$ cat src/rtl/if_fetch_sequencer_pkg.sv
// Shared definitions for the instruction fetch sequencer.
//   WORD_W           - datapath/address width
//   PC_INC           - sequential fetch stride
//   RESET_PC_DEFAULT - default first fetch address
//   fetch_state_e    - sequencer FSM encoding
package if_fetch_sequencer_pkg;
    localparam int WORD_W = 32;

    typedef logic [WORD_W-1:0] word_t;

    localparam word_t PC_INC           = 32'd4;
    localparam word_t RESET_PC_DEFAULT = 32'h0000_0000;

    typedef enum logic [1:0] {
        S_IDLE  = 2'd0,
        S_FETCH = 2'd1,
        S_VALID = 2'd2
    } fetch_state_e;
endpackage

$ cat src/rtl/if_fetch_sequencer_if.sv
// Instruction-memory request/response bus.
//   req   - request valid (master -> slave)
//   addr  - request address (master -> slave)
//   ack   - request complete, rdata valid this cycle (slave -> master)
//   rdata - instruction word (slave -> master)
interface if_fetch_sequencer_if;
    import if_fetch_sequencer_pkg::*;

    logic  req;
    word_t addr;
    logic  ack;
    word_t rdata;

    modport master (output req, addr, input ack, rdata);
    modport slave  (input req, addr, output ack, rdata);
endinterface

$ cat src/rtl/if_fetch_sequencer_pc_next_select.sv
// Next fetch address selection: redirect target or sequential PC.
//   fetch_pc - current fetch address
//   redirect - take target instead of fetch_pc + 4
//   target   - redirect destination
//   next_pc  - selected next fetch address (wraps modulo 2^32)
module pc_next_select
    import if_fetch_sequencer_pkg::*;
(
    input  word_t fetch_pc,
    input  logic  redirect,
    input  word_t target,
    output word_t next_pc
);
    assign next_pc = redirect ? target : fetch_pc + PC_INC;
endmodule

$ cat src/rtl/if_fetch_sequencer.sv
// Instruction fetch sequencer: issues one instruction-memory request at a
// time, holds the returned instruction for IF/ID, and handles redirects
// from ID, including redirects that arrive while a request is outstanding.
//   clk, reset           - clock, synchronous active-high reset
//   stall_if             - downstream not consuming the held instruction
//   pcsrc_id             - redirect request from ID
//   branch_dest_id       - redirect target
//   imem                 - instruction-memory bus (master side)
//   instr_if, pc_if      - held instruction and its address
//   instr_valid_if       - instr_if/pc_if valid
//   pc_plus_4_if         - pc_if + 4
module if_fetch_sequencer
    import if_fetch_sequencer_pkg::*;
#(
    parameter word_t RESET_PC = RESET_PC_DEFAULT
) (
    input  logic                 clk,
    input  logic                 reset,
    input  logic                 stall_if,
    input  logic                 pcsrc_id,
    input  word_t                branch_dest_id,
    if_fetch_sequencer_if.master imem,
    output word_t                instr_if,
    output logic                 instr_valid_if,
    output word_t                pc_if,
    output word_t                pc_plus_4_if
);
    fetch_state_e state;
    word_t        fetch_pc;
    logic         redirect_pending;
    word_t        redirect_target;
    logic         req_q;

    logic  sel_redirect;
    word_t sel_target;
    word_t next_pc;

    // A same-cycle redirect overrides one latched while the request was
    // outstanding. Outside S_FETCH the pending flag is always clear, so this
    // reduces to pcsrc_id/branch_dest_id there.
    assign sel_redirect = pcsrc_id | redirect_pending;
    assign sel_target   = pcsrc_id ? branch_dest_id : redirect_target;

    pc_next_select u_pc_next_select (
        .fetch_pc (fetch_pc),
        .redirect (sel_redirect),
        .target   (sel_target),
        .next_pc  (next_pc)
    );

    always_ff @(posedge clk) begin
        if (reset) begin
            state            <= S_IDLE;
            fetch_pc         <= RESET_PC;
            instr_if         <= '0;
            pc_if            <= '0;
            instr_valid_if   <= 1'b0;
            redirect_pending <= 1'b0;
            redirect_target  <= '0;
            req_q            <= 1'b0;
        end else begin
            case (state)
                S_IDLE: begin
                    state <= S_FETCH;
                    req_q <= 1'b1;
                end
                S_FETCH: begin
                    if (imem.ack) begin
                        redirect_pending <= 1'b0;
                        fetch_pc         <= next_pc;
                        if (!sel_redirect) begin
                            instr_if       <= imem.rdata;
                            pc_if          <= fetch_pc;
                            instr_valid_if <= 1'b1;
                            state          <= S_VALID;
                            req_q          <= 1'b0;
                        end
                        // Redirected: the returned word is stale; refetch
                        // from the target while staying in S_FETCH.
                    end else if (pcsrc_id) begin
                        // Address must stay stable until ack; remember the
                        // latest target and apply it when the request ends.
                        redirect_pending <= 1'b1;
                        redirect_target  <= branch_dest_id;
                    end
                end
                S_VALID: begin
                    if (pcsrc_id || !stall_if) begin
                        instr_valid_if <= 1'b0;
                        state          <= S_FETCH;
                        req_q          <= 1'b1;
                        if (pcsrc_id)
                            fetch_pc <= next_pc;
                    end
                end
                default: begin
                    state <= S_IDLE;
                    req_q <= 1'b0;
                end
            endcase
        end
    end

    assign imem.req     = req_q;
    assign imem.addr    = fetch_pc;
    assign pc_plus_4_if = pc_if + PC_INC;
endmodule
$ cat src/flat_wrapper.sv
// flat-port wrapper written by rule: the top's interface ports become plain ports
module if_fetch_sequencer_flat import if_fetch_sequencer_pkg::*;
#(
    parameter word_t RESET_PC = RESET_PC_DEFAULT
)
  (clk, reset, stall_if, pcsrc_id, branch_dest_id, instr_if, instr_valid_if, pc_if, pc_plus_4_if, imem_req, imem_addr, imem_ack, imem_rdata);
  if_fetch_sequencer_if imem_i ();
  input  logic clk;
  input  logic reset;
  input  logic stall_if;
  input  logic pcsrc_id;
  input  word_t branch_dest_id;
  output word_t instr_if;
  output logic instr_valid_if;
  output word_t pc_if;
  output word_t pc_plus_4_if;
  output wire logic [$bits(imem_i.req)-1:0] imem_req;
  output wire logic [$bits(imem_i.addr)-1:0] imem_addr;
  input wire logic [$bits(imem_i.ack)-1:0] imem_ack;
  input wire logic [$bits(imem_i.rdata)-1:0] imem_rdata;
  assign imem_req = imem_i.req;
  assign imem_addr = imem_i.addr;
  assign imem_i.ack = imem_ack;
  assign imem_i.rdata = imem_rdata;
  if_fetch_sequencer #(.RESET_PC(RESET_PC)) u_core (.clk(clk), .reset(reset), .stall_if(stall_if), .pcsrc_id(pcsrc_id), .branch_dest_id(branch_dest_id), .imem(imem_i), .instr_if(instr_if), .instr_valid_if(instr_valid_if), .pc_if(pc_if), .pc_plus_4_if(pc_plus_4_if));
endmodule
$ cat config.mk
export PLATFORM = sky130hd
export DESIGN_NAME = if_fetch_sequencer_flat
export DESIGN_NICKNAME = d
export VERILOG_FILES = /design/src/rtl/if_fetch_sequencer_pkg.sv /design/src/rtl/if_fetch_sequencer_if.sv /design/src/rtl/if_fetch_sequencer_pc_next_select.sv /design/src/rtl/if_fetch_sequencer.sv /design/src/flat_wrapper.sv
export SDC_FILE = /design/constraint.sdc
export NUM_CORES = 1
export LEC_CHECK = 0
export CAP_MARGIN = 15
export CORE_AREA = 2 2 117 119
export CTS_CLUSTER_DIAMETER = 60
export CTS_CLUSTER_SIZE = 12
export DETAILED_ROUTE_END_ITERATION = 6
export DIE_AREA = 0 0 119 121
export PLACE_DENSITY = 0.93
export SLEW_MARGIN = 0
export SYNTH_ARGS = -nofsm -noshare
export SYNTH_HDL_FRONTEND = slang
export SYNTH_HIERARCHICAL = 1
export SYNTH_SLANG_ARGS = --single-unit
$ cat constraint.sdc
create_clock -name clk -period 5 [get_ports clk]
set_input_delay 1 -clock clk [delete_from_list [all_inputs] [get_ports clk]]
set_output_delay 1 -clock clk [all_outputs]
set_load 0.03 [all_outputs]
==> impl_metrics.env <==
export IMPL_status="completed"
export IMPL_ys_types=44
export IMPL_fin_cells=1177
export IMPL_cap_violations=0
export IMPL_dr_pass1_iters=5
export IMPL_synth_cells=823
export IMPL_rsz0062_at_grt="no"
export IMPL_top_usage_layer="met2"
export IMPL_grt_overflow=0
export IMPL_path_max_fanout=7
export IMPL_swShare_pct=23.41
export IMPL_cp_start_kind="flip-flop"
export IMPL_period_minus_slack_ns=3.815
export IMPL_relSlewSlack_pct=34.46
export IMPL_totalWireLength_um=19700
export IMPL_vias=6628
export IMPL_async_flop_share_pct=0
export IMPL_critPathRequiredTime_ns=4.00
export IMPL_cts_path_max_buffers=2
export IMPL_synth_seq_cells=132
export IMPL_start_util_pct=50.61
export IMPL_synth_nets=894
export IMPL_finalSetupViolCount=0
export IMPL_viasPerCell=5.631
export IMPL_seqPwrFrac_pct=37.8
export IMPL_cts_resized=0
export IMPL_cts_setup_buffers=0
export IMPL_wl_per_cell_um=16.73
export IMPL_htreeDepth=4
export IMPL_numPortBuffers=198
export IMPL_postCtsHoldBufs=0
export IMPL_gp_congestion=0.8038
export IMPL_clockPowerShare_pct=50.8
export IMPL_finalHoldViolCount=0
export IMPL_dieWidth_um=119
export IMPL_synth_edff_count=0
export IMPL_totalPowerFinal_mw=2.957
export IMPL_ys_flop_type="dfxtp_1"
export IMPL_slowest_delay_ns=0.72
export IMPL_diodes=0
export IMPL_critPathCaptureType="output pin"
export IMPL_powerDensity_nw_per_um2=317.7
export IMPL_slew_viol_final=0
export IMPL_io_pins=199
export IMPL_tns_ns=0
export IMPL_cts_root_buf="clkbuf_16"
export IMPL_drive_above_1_share_pct=9.590
export IMPL_place_hpwl_um=12750
export IMPL_critPathKind="reg2out"
export IMPL_fp_dieArea_um2=14400
export IMPL_grt_start_max_net_pins=91
export IMPL_arrival_ns=2.82
export IMPL_clkSlewWorstSetupHoldPaths_ns=0.06
export IMPL_holdPathStages=2
export IMPL_grt_pass1_wl_um=30660
export IMPL_worstPathCellList="ha_1 > nand3_1 > nor2_2 > nand4_1 > xnor2_1 > clkdlybuf4s50_1"
export IMPL_cp_top_family="simple AND/OR/NAND/NOR gates"
export IMPL_antenna_found_initial=0
export IMPL_p_leak_nw=3.293
export IMPL_grt_util_met1_pct=32.29
export IMPL_peakVddDrop_mv=0.2328
export IMPL_fmax_mhz=262.1
export IMPL_period_share_pct=76.30
export IMPL_hp_class="reg2reg"
export IMPL_core_um2=13090
export IMPL_skew_ns=0.006720
export IMPL_ff2ff_path_depth=6
export IMPL_clock_sinks=132
export IMPL_core_rowCount=42
export IMPL_globalRouteMet3Util_pct=7.425
export IMPL_avgSynthCellArea_um2=8.047
export IMPL_p_comb_share_pct=11.4
export IMPL_cts_tree="built"
export IMPL_cts_buffers=17
export IMPL_fill_cells=965
export IMPL_yosys_warnings=6
export IMPL_ys_seq_area_share_pct=39.90
export IMPL_insertion_delay_ns=0.42
export IMPL_route_detailed_drc=0
export IMPL_die_h_um=121
export IMPL_tightestPinTransition_ns=0.9831
export IMPL_met2_usage_pct=45.65
export IMPL_p_sw_uw=692.3
export IMPL_grt_pass1_vias=6087
export IMPL_dp_cells=1144
export IMPL_path_depth=6
export IMPL_internal_power_mw=2.265
export IMPL_syn_cell_area_um2=6623
export IMPL_ant_nets=0
export IMPL_nNetsFinal=1059
export IMPL_crit_path_top_delay_cell="clkdlybuf4s50_1"
export IMPL_area_delta_synth_final_pct=40.56
export IMPL_drt_iter0_markers=686
export IMPL_grt_use_total_pct=26.61
export IMPL_crit_buf_inv=1
-- metrics by stage --
step                hold slack [ns]  cell area (um^2)  setup slack (ns)  util (%)
finish                       0.4519              9309             1.185     71.14
global route                 0.4733              9309            0.9813     71.14
CTS                          0.4533              9281             1.179     70.93
detailed placement           0.4453              8568             1.653     65.48
global placement             0.4409              8568             1.730     65.48
floorplan                    0.4561              6623             1.949         -
-- synthesized netlist by cell type, types with 15 or more instances --
master	number	area, um^2
a21oi_1	98	490.5
buf_2	26	130.1
clkbuf_1	24	90.09
dfxtp_1	132	2643
mux2_2	35	394.1
mux2i_1	32	320.3
nand2_1	221	829.6
nand3_1	23	115.1
nand4_1	15	93.84
nor2_1	52	195.2
xnor2_1	23	201.4
xor2_1	16	140.1
-- metal layers --
| layer | share of wire (%) | vias up | routed length [um] |
|---|---|---|---|
| met5 | 0 | - | 0 |
| met4 | 1.6 | 0 | 311 |
| met2 | 50 | 311 | 9751 |
| li1 | - | 3155 | - |
| met3 | 7.2 | 35 | 1425 |
| met1 | 42 | 3127 | 8206 |
-- worst paths after layout --
kind                            start              endpoint  slack [ns]
hold reg to reg   u_core/instr_if[25]   u_core/instr_if[25]        0.45
hold / removal    u_core/instr_if[25]   u_core/instr_if[25]        0.45
setup reg to reg  u_core/imem.addr[5]  u_core/imem.addr[31]        2.45
setup / recovery      u_core/pc_if[2]      pc_plus_4_if[12]        1.18
-- power by group through the flow --
| stage | clock [mW] | sequential, mW | combinational (mW) |
|---|---|---|---|
| after global placement | 0 | 1.14 | 0.324 |
| after detailed placement | 0 | 1.14 | 0.330 |
| after CTS | 1.51 | 1.12 | 0.333 |
| after global routing | 1.57 | 1.12 | 0.361 |
| after floorplan | 0 | 1.17 | 0.163 |
| final | 1.50 | 1.12 | 0.339 |
-- cell usage in the layout (no fill, tap or decap), drive strengths merged, types with 2 or more instances in the layout --
cell	n
nand2	222
clkdlybuf4s50	197
dfxtp	132
a21oi	98
nor2	55
mux2	35
mux2i	32
nand3	24
xnor2	23
nand4	21
clkbuf	20
xor2	16
or4	14
a31oi	14
o21ai	14
o31ai	12
and3	10
buf	9
inv	9
bufinv	7
and4	7
nor2b	4
and2	3
or3	3
o211ai	3
clkinv	3
nor4	3
ha	2
-- sequential cells by signal (all words and copies together), names as in the netlist --
| register | flops |
|---|---|
| u_core/imem.addr | 32 |
| u_core/instr_if | 32 |
| u_core/instr_valid_if | 1 |
| u_core/pc_if | 32 |
| u_core/redirect_pending | 1 |
| u_core/redirect_target | 32 |
| u_core/state | 2 |
-- area by class of cell --
class / count / area [um^2] / share of cell area [%]
Sequential cell: 132 / 2643 / 28.39
Clock buffer: 20 / 466.7 / 5.013
Inverter: 7 / 26.28 / 0.2823
Tap cell: 176 / 220.2 / 2.366
Multi-Input combinational cell: 624 / 3647 / 39.18
Clock inverter: 12 / 246.5 / 2.648
Timing Repair Buffer: 206 / 2059 / 22.12
-- worst reg2reg max path, delay by kind of cell (launching register included) --
kind / cells / cell delay (ns)
compound gates: 2 / 0.38
flops: 1 / 0.52
simple gates: 4 / 1.58
-- cell families (layout without fill, tap and decap cells) --
group,after synthesis,after routing,share of synthesized area [%]
compound gates,147,147,12.30
xor+xnor,39,39,5.158
fa+ha+maj,2,2,0.3778
buf+inv,67,245,5.233
flops,132,132,39.90
mux,67,67,10.79
simple gates,369,369,26.24
Note: power is estimated with default switching activity, not from simulation.
